[src/rtl/mem_bus_arbiter.sv]
// mem_bus_arbiter: shares one memory port between two requesters
// (port 0 = cpu core, port 1 = loader/DMA). Round-robin, one transaction
// in flight, fixed wait-state count for slow memory.
//
// Ports:
//   clock, reset        system clock (rising edge), async active-low reset
//   reqN/rwN/addrN/wdataN  requester N: request (hold until ackN),
//                       direction (1 = read), address, write data
//   ackN                one-cycle completion pulse for requester N
//   rdata               read data of the acked port; holds otherwise
//   gnt                 one-hot owner, 00 when idle
//   busy                transaction in ACCESS or DONE
//   mem_addr/mem_wdata/mem_rw/mem_rdata  external memory port
//
// Optional: define MEM_BUS_ARBITER_LOCK_EN to add lock0/lock1. An owner
// holding its lock through DONE keeps the bus for its next request.
module mem_bus_arbiter #(
  parameter int WAIT_CYCLES = 1,
  parameter int ADDR_W      = 32,
  parameter int DATA_W      = 32
) (
  input  logic              clock,
  input  logic              reset,
  input  logic              req0,
  input  logic              rw0,
  input  logic [ADDR_W-1:0] addr0,
  input  logic [DATA_W-1:0] wdata0,
  input  logic              req1,
  input  logic              rw1,
  input  logic [ADDR_W-1:0] addr1,
  input  logic [DATA_W-1:0] wdata1,
`ifdef MEM_BUS_ARBITER_LOCK_EN
  input  logic              lock0,
  input  logic              lock1,
`endif
  output logic              ack0,
  output logic              ack1,
  output logic [DATA_W-1:0] rdata,
  output logic [1:0]        gnt,
  output logic              busy,
  output logic [ADDR_W-1:0] mem_addr,
  output logic [DATA_W-1:0] mem_wdata,
  output logic              mem_rw,
  input  logic [DATA_W-1:0] mem_rdata
);

  typedef enum logic [1:0] {IDLE, ACCESS, DONE} state_t;

  localparam logic [3:0] WAIT_INIT = 4'(WAIT_CYCLES);

  state_t              state, state_n;
  logic [1:0]          gnt_n;
  logic                ack0_n, ack1_n;
  logic [DATA_W-1:0]   rdata_n, mem_wdata_n;
  logic [ADDR_W-1:0]   mem_addr_n;
  logic                mem_rw_n;
  logic                last, last_n;   // port that won the previous grant
  logic [3:0]          cnt, cnt_n;
  logic                win;
`ifdef MEM_BUS_ARBITER_LOCK_EN
  logic                lock_flag, lock_flag_n;  // owner is 'last'
`endif

  // busy decodes straight from the state register: no req-to-output path
  assign busy = (state != IDLE);

  always_comb begin
    state_n     = state;
    gnt_n       = gnt;
    ack0_n      = 1'b0;
    ack1_n      = 1'b0;
    rdata_n     = rdata;
    mem_addr_n  = mem_addr;
    mem_wdata_n = mem_wdata;
    mem_rw_n    = mem_rw;
    last_n      = last;
    cnt_n       = cnt;
    win         = 1'b0;
`ifdef MEM_BUS_ARBITER_LOCK_EN
    lock_flag_n = lock_flag;
`endif
    case (state)
      IDLE: begin
`ifdef MEM_BUS_ARBITER_LOCK_EN
        // flag survives only by being honoured; DONE re-arms it
        lock_flag_n = 1'b0;
`endif
        if (req0 || req1) begin
          win = (req0 && req1) ? ~last : req1;
`ifdef MEM_BUS_ARBITER_LOCK_EN
          if (lock_flag && (last ? (req1 && lock1) : (req0 && lock0)))
            win = last;
`endif
          mem_rw_n    = win ? rw1    : rw0;
          mem_addr_n  = win ? addr1  : addr0;
          mem_wdata_n = win ? wdata1 : wdata0;
          gnt_n       = win ? 2'b10  : 2'b01;
          last_n      = win;
          cnt_n       = WAIT_INIT;
          state_n     = ACCESS;
        end
      end
      ACCESS: begin
        if (cnt == 4'd0) begin
          if (mem_rw) rdata_n = mem_rdata;
          // ack is registered on entry to DONE so it is high for all of DONE
          ack0_n  = gnt[0];
          ack1_n  = gnt[1];
          state_n = DONE;
        end else begin
          cnt_n = cnt - 4'd1;
        end
      end
      DONE: begin
`ifdef MEM_BUS_ARBITER_LOCK_EN
        lock_flag_n = gnt[1] ? lock1 : lock0;
`endif
        gnt_n   = 2'b00;
        state_n = IDLE;
      end
      default: state_n = IDLE;
    endcase
  end

  always_ff @(posedge clock or negedge reset) begin
    if (!reset) begin
      state     <= IDLE;
      gnt       <= 2'b00;
      ack0      <= 1'b0;
      ack1      <= 1'b0;
      rdata     <= '0;
      mem_addr  <= '0;
      mem_wdata <= '0;
      mem_rw    <= 1'b1;
      last      <= 1'b1;
      cnt       <= 4'd0;
`ifdef MEM_BUS_ARBITER_LOCK_EN
      lock_flag <= 1'b0;
`endif
    end else begin
      state     <= state_n;
      gnt       <= gnt_n;
      ack0      <= ack0_n;
      ack1      <= ack1_n;
      rdata     <= rdata_n;
      mem_addr  <= mem_addr_n;
      mem_wdata <= mem_wdata_n;
      mem_rw    <= mem_rw_n;
      last      <= last_n;
      cnt       <= cnt_n;
`ifdef MEM_BUS_ARBITER_LOCK_EN
      lock_flag <= lock_flag_n;
`endif
    end
  end

endmodule

[config.mk]
export PLATFORM = sky130hd
export DESIGN_NAME = mem_bus_arbiter
export DESIGN_NICKNAME = d
export VERILOG_FILES = /design/src/rtl/mem_bus_arbiter.sv
export SDC_FILE = /design/constraint.sdc
export NUM_CORES = 1
export LEC_CHECK = 0
export BUFFER_PORTS_ARGS = -buffer_cell sky130_fd_sc_hd__clkbuf_2
export CAP_MARGIN = 20
export CORE_AREA = 2 2 105 107
export DETAILED_ROUTE_END_ITERATION = 10
export DIE_AREA = 0 0 107 109
export PLACE_DENSITY = 0.92
export SLEW_MARGIN = 30
export SYNTH_ARGS = -nofsm -noshare
export SYNTH_HDL_FRONTEND = slang
export SYNTH_SLANG_ARGS = --single-unit
[constraint.sdc]
create_clock -name clock -period 4.3 [get_ports clock]
set_clock_uncertainty 0.2 [all_clocks]
set_input_delay 0.86 -clock clock [delete_from_list [all_inputs] [get_ports clock]]
set_output_delay 0.86 -clock clock [all_outputs]
set_load 0.05 [all_outputs]
* After elaboration in Yosys (flattened, before gate mapping)
Index checks and enable logic that the tools add are counted.
** Storage, ports and cells
- Memories :: 0
- ROM bits :: 0
- Latch bits :: 0
- Flip-flop bits (word level) :: 108
- Output and inout bits :: 102
- Logic and storage cells :: 46
- RAM bits :: 0
** Cells by class
- Shift operators :: 0
- $mul :: 0
- Bitwise logic cells :: 1
- Multiplexer cells :: 17
- $add $sub $neg :: 1
- Eq/ne operators :: 5
- Div/mod/pow operators :: 0
- Magnitude comparators :: 0
- Reductions and logical operators :: 12
** Operators by type and width (number)
- $mux 32 :: 2
- $mux 2 :: 4
- $mux 4 :: 2
- $pmux 2 s2 :: 2
- $pmux 4 s2 :: 1
- $mux 1 :: 6
- $ne 2x2->1 const B :: 3
- $reduce_and 2->1 :: 3
- $reduce_and 3->1 :: 2
- $reduce_bool 2->1 :: 3
- $logic_not 4->1 :: 1
- $sub 4x1->4 const B :: 1
- $eq 2x1->1 const B :: 1
- $eq 2x2->1 const B :: 1
- $logic_not 2->1 :: 1
- $logic_and 1x1->1 :: 1
- $logic_or 1x1->1 :: 1
- $not 1->1 :: 1

* Longest topological paths before layout
Gate-level depths: netlist of run 1.
- Depth after elaboration :: 5
- Mapped depth :: 6

* Least setup slack after synthesis of run 1
Ideal clock, no wire load.
- Path kind :: register -> output
- Start :: register state[0]
- End :: output port busy
- Buffers on the path :: 1
- Path slack :: 2129 ps
- Stages on the path, launching flop included :: 4
- Arrival time :: 1111 ps
- Path through :: dfrtp_1 -> nor2_4 -> clkbuf_1 -> inv_1
** Between the ends
- Longest elaborated chain between the ends :: 1
** Ends and longest elaborated chain
- from (decl) :: RTL line 51 : state_t state, state_n;
- from (signal assigned) :: RTL line 141 : state <= state_n;
- $reduce_bool 2->1 :: RTL line 65 : assign busy = (state != IDLE);
- to (decl) :: RTL line 40 : output logic busy,
Every way passes these cells.

* Worst setup path in the final report of run 1
Ends and elaborated chain as after synthesis.

==> results of run 1 <==
## per-stage QoR
stage	instance area (um^2)	setup WS, ns	utilization (%)
3_3_place_gp	6083	1.493	57.38
4_1_cts	6309	1.042	59.50
2_1_floorplan	4700	2.129	-
5_1_grt	6309	0.8669	59.50
6_report	6309	1.034	59.50
3_5_place_dp	6107	1.467	57.60
## worst paths after layout
kind | to | slack [ns]
worst min register to register | cnt[0] | 0.32
worst max-delay path | busy | 1.03
worst max register to register | mem_addr[13] | 1.76
max in group asynchronous | last | 2.84
min in group clock | cnt[0] | 0.32
worst min-delay path | mem_wdata[13] | 0.31
## routing by layer
metal	part of all wire (%)	routed length [um]	track usage, %	vias to the layer above
met2	50	6662	36.90	220
met3	7.3	979	5.200	10
met1	42	5531	28.46	2013
li1	-	-	-	1830
met4	1.1	153	7.421	0
met5	0	0	0	-
## power by group
part / total [mW] / switching (mW) / leakage (nW) / internal, mW
Clock: 0.626 / 0.338 / 0.0999 / 0.288
Combinational: 3.54 / 2.49 / 2.09 / 1.05
Sequential: 1.84 / 0.327 / 1.33 / 1.51
## registers in the layout, summed over array words and instances (netlist names)
| name | cells |
|---|---|
| gnt | 2 |
| ack1 | 1 |
| cnt | 4 |
| mem_rw | 1 |
| last | 1 |
| mem_wdata | 32 |
| mem_addr | 32 |
| ack0 | 1 |
| rdata | 32 |
| state | 2 |
## final cells by class
cell class / instances / area share (%)
flip-flops and latches: 108 / 42.88
clock buffers: 11 / 2.241
inverters: 4 / 0.2380
well taps: 140 / 2.777
repair buffers: 271 / 22.02
clock inverters: 5 / 0.9520
multi-input cells: 201 / 28.90
## placed cells by master, fill, tap and decap left out, types with 2 or more instances in the layout
cell type,netlist,layout
nand2b_1,3,3
o21a_1,2,2
and2_1,2,2
clkbuf_2,1,266
mux2_2,2,2
inv_1,4,4
a221o_1,65,65
o21ai_0,3,3
and3_1,66,65
nand2_1,5,4
a21oi_1,2,2
nor2_1,4,4
dfstp_2,2,2
ha_1,2,2
mux2_4,30,30
clkbuf_8,0,10
buf_4,1,3
dfrtp_1,106,106
## logic make-up after synthesis
group | after synthesis
DFF | 108
adders and majority gates | 2
muxes | 33
AOI/OAI and AO/OA | 76
buffers and inverters | 36
and+or+nand+nor | 90
## worst max-delay path, delay by kind of cell, from the launching register on
kind,cells,cell delay [ns]
buffers and inverters,3,0.79
and+or+nand+nor,1,0.56
DFF,1,0.48
## cells in the mapped netlist (all sizes together)
cell / instances / area share, %
a21boi: 2 / 0.32
a21oi: 2 / 0.21
a221o: 66 / 14
a311o: 1 / 0.21
and2: 2 / 0.27
and2b: 1 / 0.16
and3: 66 / 8.8
buf: 10 / 2.1
clkbuf: 22 / 1.8
dfrtp: 106 / 56
dfstp: 2 / 1.1
ha: 2 / 0.53
inv: 4 / 0.32
mux2: 32 / 10
mux2i: 1 / 0.21
nand2: 5 / 0.40
nand2b: 3 / 0.40
nor2: 5 / 0.56
nor2b: 1 / 0.13
nor3: 2 / 0.45
nor4: 1 / 0.13
nor4b: 1 / 0.19
o21a: 2 / 0.32
o21ai: 3 / 0.32
or2: 1 / 0.13
or3: 1 / 0.16
or3b: 1 / 0.24
==> summary.md, run 1 <==
| Metric | Value |
|---|---|
| Status | `completed` |
| Unrepaired setup endpoints after global routing | `false` |
| Register-to-Register Path Depth | `3` |
| Crit end category | `primary output` |
| Worst-path clk slew | `roughly 0.10 ns` |
| Gr ovfl total | `0` |
| Crit Path Max Fanout | `44` |
| Final WL | `~13000 um` |
| Synth Area in Compound Gates | `around 15%` |
| Netlist cell types | `35` |
| Setup TNS | `0 ns` |
| Critical path type | `reg -> out` |
| Syn nets | `513` |
| Clk sink count | `108` |
| Final non-filler cell total | `between 700 and 800` |
| Max-capacitance violation count | `0` |
| Clock Root Buffer | `clkbuf_8` |
| Worst vdd ir | `~600 uV` |
| Post-Synth Simple-Gate Area | `12.01%` |
| Clock Latency Late Sink | `0.36 ns` |
| Cell Area, Synth | `4700 um^2` |
| Synthesized instance count | `~350` |
| Post-CTS Hold Buffers | `0` |
| Largest family of logic cells by synthesized area | `compound AO/OA/AOI/OAI gates` |
| Critical Path AT | `2.21 ns` |
| Initial antenna violation count | `0` |
| Gpl congestion | `about 0.78` |
| RR Startpoint | `state[0]` |
| Post-cts repair resize count | `0` |
| Post-synthesis adder-cell area fraction | `less than 1%` |
| Storage element area | `around 2700 um^2` |
| DRC | `0` |
| Fin. Hold Viols | `0` |
| Multiplexer share of the synthesized area | `roughly a tenth` |
| DR iter-0 viols | `between 300 and 400` |
| Core Region | `approximately 11000 um^2` |
| CP peak stage delay | `~0.56 ns` |
| Clk buf depth | `2` |
| DR vias | `between 4000 and 5000` |
| Critical path data required time | `about 3.2 ns` |
| Fin crit period | `about 3.3 ns` |
| Max Fclk | `a little over 300 MHz` |
| CP startpoint kind | `flip-flop` |
| Slowest CP cell | `nor2_4` |
| Die H | `109 um` |
| Hold_ws | `a little over 0.3 ns` |
| Synth Area per Inst | `~14 um^2` |
| CTS tree | `done` |
| Post-DRT Antenna Nets | `0` |
| Die area | `about 12000 um^2` |
| ANT cells | `0` |
| Pre-antenna DRT Iters | `4` |
| Final worst-path cycle share | `75.96%` |
| Initial core utilization | `around 44%` |
| Clock buffer count from CTS | `9` |
| Final #Nets | `between 700 and 800` |
| Hpwl dp | `9834 um` |
| Max-slew violation count | `0` |
| Crit path cell chain | `nor2_4, buf_4, inv_1, clkbuf_2` |
| Number of port buffers | `267` |
| DR WL/cell | `18.01 um` |
| Placed cell count | `a little over 700` |
| Synth warn | `0` |
| Post-Synth XOR/XNOR Area | `0%` |
| Fill cell count | `857` |
| Largest net degree at the start of global routing | `68` |
| Total track usage | `22.09%` |
| Chip Width | `around 110 um` |
| Area Growth Syn to Fin | `34.24%` |
| Postcts setup bufs | `0` |
| Share of cells above drive strength 1 | `54.83%` |
| Total power | `around 6 mW` |
| Sequential element share of the synthesized area | `57.56%` |
| Row count | `38` |
| Static leakage | `approximately 3.5 nW` |
| Synthesis-stage register bit count | `108` |
| Multi-input logic area | `roughly 1800 um^2` |
| Crit. Startpoint | `state[0]` |
| Slew margin rel. | `49.00%` |
| Number of global-route vias before repair | `~4000` |
| Worst Tran Pin Value | `approximately 0.77 ns` |
| Vias/cell | `~5.5` |
| H-Tree Level Count | `3` |
| Min-Delay Path Class | `in -> async` |
| First-pass GRT wire length | `20150 um` |
| Setup violations, final | `0` |
| Num ports | `roughly 270` |
| PD cells | `approximately 950 nW/um^2` |
Power figures use the tool's default switching activity.
==> run 2, diff against run 1 <==
- ABC_AREA: not set -> 1
- CORE_AREA: 2 2 105 107 -> not set
- CORE_MARGIN: not set -> 2
- CORE_UTILIZATION: not set -> 40
- DIE_AREA: 0 0 107 109 -> not set
- PLACE_DENSITY: 0.92 -> 0.88
- clock period: 4.3 -> 2.64 ns (I/O delays scaled with it)
==> run 2 against run 1 <==
Net effect: worst hold slack worse by 0.12 ns; core utilization is 3.6 points lower; clock-buffer cell count is 2 lower; setup slack worse by 0.35 ns; die area is 6.5% higher; global-route usage is 0.71 points lower.
==> summary.md, run 2 <==
| Metric | Value |
|---|---|
| Clock buffer count from CTS | `9 (unchanged)` |
| Initial core utilization | `40.80% (was 44.32%)` |
| DP Area | `6041 um^2 (was 6107 um^2)` |
| Area Growth Syn to Fin | `36.94% (was 34.24%)` |
| Post-synth top area share | `57.42% (was 56.44%)` |
| Placed cell count | `929 (was 724)` |
| Setup violations, final | `0 (unchanged)` |
| Area contributors post-synth | `dfrtp_1, nand2_1, nand3_1 (was dfrtp_1, a221o_1, mux2_4)` |
| DRC | `0 (unchanged)` |
| Synthesis-stage register bit count | `108 (unchanged)` |
| Initial antenna violation count | `0 (unchanged)` |
| Critical path data required time | `1.91 ns (was 3.24 ns)` |
| Top FF cell, synth | `dfrtp_1 (unchanged)` |
| Status | `completed (unchanged)` |
| Hold_ws | `0.1883 ns (was 0.3057 ns)` |
| Hold Crit Start | `rw1` |
| Syn nets | `710 (was 513)` |
| Final non-filler cell total | `946 (was 740)` |
| Max-capacitance violation count | `0 (unchanged)` |
| Largest net degree at the start of global routing | `67 (was 68)` |
| Total power | `9.949 mW (was 6.003 mW)` |
| Slew margin rel. | `61.62% (was 49.00%)` |
| Commonest non-fill, non-tap cell in the layout | `nand2_1 (was clkbuf_2)` |
| Final core utilization | `55.88% (was 59.50%)` |
| Max-slew violation count | `0 (unchanged)` |
| Async SR Flop Fraction | `100.0% (unchanged)` |
| Number of global-route vias before repair | `4469 (was 4034)` |
| Total track usage | `21.37% (was 22.09%)` |
| Most frequent cells in the layout | `nand2_1, clkbuf_2, dfrtp_1 (was clkbuf_2, dfrtp_1, and3_1, a221o_1, mux2_4)` |
| Clock Latency Late Sink | `0.34 ns (was 0.36 ns)` |
| Pre-antenna DRT Iters | `5 (was 4)` |
| Gpl congestion | `0.8274 (was 0.7846)` |
| CP startpoint kind | `flip-flop (unchanged)` |
| Setup TNS | `0 ns (unchanged)` |
| Worst Tran Pin Value | `0.5737 ns (was 0.7650 ns)` |
| Post-DRT Antenna Nets | `0 (unchanged)` |
| Min-Delay Path Class | `in -> reg (was in -> async)` |
| Unrepaired setup endpoints after global routing | `false (unchanged)` |
| Final worst-path cycle share | `approximately 74%` |
| Reg2reg end | `rdata[3] (was mem_addr[13])` |
| CTS tree | `done (unchanged)` |
| Die H | `111.5 um (was 109 um)` |
| RR Startpoint | `cnt[0] (was state[0])` |
| Final #Nets | `966 (was 763)` |
| Clk sink count | `108 (unchanged)` |
| Vias/cell | `4.822 (was 5.504)` |
| Static leakage | `3.575 nW (was 3.523 nW)` |
| R2r setup slk | `0.72 ns (was 1.76 ns)` |
| DR WL/cell | `13.75 um (was 18.01 um)` |
| Top-count cell post-synth | `nand2_1 (was dfrtp_1)` |
| DR iter-0 viols | `428 (was 303)` |
| H-Tree Level Count | `3 (unchanged)` |
| Design Area, Final | `6326 um^2 (was 6309 um^2)` |
| Share of cells above drive strength 1 | `37.61% (was 54.83%)` |
| Hold path depth | `3` |
| Gr ovfl total | `0 (unchanged)` |
| Final WL | `13010 um (was 13330 um)` |
| ANT cells | `0 (unchanged)` |
| Synth area leader | `dfrtp_1 (unchanged)` |
| DR vias | `4562 (was 4073)` |
| Fin. Hold Viols | `0 (unchanged)` |
| Post-cts repair resize count | `0 (unchanged)` |
| Worst vdd ir | `1218 uV (was 595.8 uV)` |
| Critical Path AT | `1.23 ns (was 2.21 ns)` |
| Fill cell count | `1025 (was 857)` |
| Sequential element share of the synthesized area | `58.56% (was 57.56%)` |
| Chip Width | `111.5 um (was 107 um)` |
| Synth warn | `0 (unchanged)` |
| Number of port buffers | `267 (unchanged)` |
| Fin crit period | `approximately 2.0 ns` |
| First-pass GRT wire length | `21590 um (was 20150 um)` |
| Biggest regs | `mem_addr (32), mem_wdata (32), rdata (32) (unchanged)` |
| Worst-path clk slew | `0.07 ns (was 0.10 ns)` |
| Core Region | `11320 um^2 (was 10600 um^2)` |
| Cell Area, Synth | `4619 um^2 (was 4700 um^2)` |
| Die area | `12420 um^2 (was 11660 um^2)` |
| Clk buf depth | `2 (unchanged)` |
| Critical path type | `reg -> out (unchanged)` |
| Post-place setup slack | `0.7390 ns (was 1.467 ns)` |
| Synth Area per Inst | `8.523 um^2 (was 13.62 um^2)` |
| Crit end category | `primary output (unchanged)` |
| Max Fclk | `510.6 MHz` |
| Crit Path Max Fanout | `3 (was 44)` |
| Num ports | `268 (unchanged)` |
| Synthesized instance count | `542 (was 345)` |
| Clock Root Buffer | `clkbuf_16 (was clkbuf_8)` |
| Row count | `39 (was 38)` |
| Hpwl dp | `9667 um (was 9834 um)` |
| Commonest cells post-synth | `nand2_1, dfrtp_1, nand3_1 (was dfrtp_1, and3_1, a221o_1, mux2_4, clkbuf_1)` |
| Post-synth EDFFs | `0 (unchanged)` |
| Register-to-Register Path Depth | `7 (was 3)` |
| Hold EP | `mem_rw` |
| Final WS setup | `0.6814 ns (was 1.034 ns)` |
| Netlist cell types | `21 (was 35)` |
| PD cells | `1573 nW/um^2 (was 951.6 nW/um^2)` |
[run 2: cell count changes in the layout (fill, tap and decap cells not counted), sizes merged, moves of 4 or more]
cell | before | now
inv | 5 | 13
nand3 | 0 | 99
and3 | 66 | 0
mux2 | 32 | 0
nor2 | 5 | 11
a221o | 66 | 0
nand2 | 5 | 270
buf | 5 | 9
[run 2: worst max-delay path by stage]
stage	from	endpoint	cells after the start
floorplan	mem_rw	rdata[0]	4
global placement	cnt[0]	rdata[16]	7
detailed placement	cnt[0]	rdata[11]	7
CTS	state[0]	busy	3
global route	cnt[0]	rdata[8]	7
finish	state[0]	busy	3
[run 2: power breakdown]
| group | internal (mW) | leakage (nW) | switching (mW) |
|---|---|---|---|
| Clock | 0.646 | 0.140 | 0.607 |
| Combinational | 1.28 | 2.12 | 4.44 |
| Sequential | 2.50 | 1.31 | 0.474 |
| Total | 4.43 | 3.58 | 5.52 |
[run 2: metal layers]
| metal | GRT usage (%) | routed length, um |
|---|---|---|
| met1 | 27.01 | 5315 |
| met5 | 0 | 0 |
| met4 | 5.844 | 180 |
| met2 | 36.34 | 6497 |
| met3 | 5.934 | 1018 |
[run 2: final cells by class]
class,count,area (um^2),share of cell area [%]
clock buffers,9,225.2,3.560
clock inverters,7,50.05,0.7911
inverters,11,41.29,0.6527
multi-input cells,392,1679,26.54
flip-flops and latches,108,2705,42.76
well taps,143,178.9,2.828
repair buffers,276,1446,22.86
[run 2: kinds of logic (layout without fill, tap and decap cells)]
| logic type | after synthesis | in the layout | share of synthesized area (%) |
|---|---|---|---|
| AOI/OAI and AO/OA | 8 | 8 | 1.165 |
| xor gates and xnor gates | 1 | 1 | 0.1896 |
| adders and majority gates | 2 | 2 | 0.5416 |
| buffers and inverters | 42 | 303 | 5.200 |
| DFF | 108 | 108 | 58.56 |
| and+or+nand+nor | 381 | 381 | 34.34 |
[run 2: repair_timing]
item | in CTS | in global routing
setup endpoints to repair | 0 | 0
setup buffers | 0 | 0
hold buffers | 1 | 0
endpoints found under the hold margin | 29 | 0
[run 2: critical path, cell delays in order, from the launching register on]
cell and delay [ns]:
dfrtp_1 0.42, nor2_4 0.16, inv_2 0.08, clkbuf_2 0.24
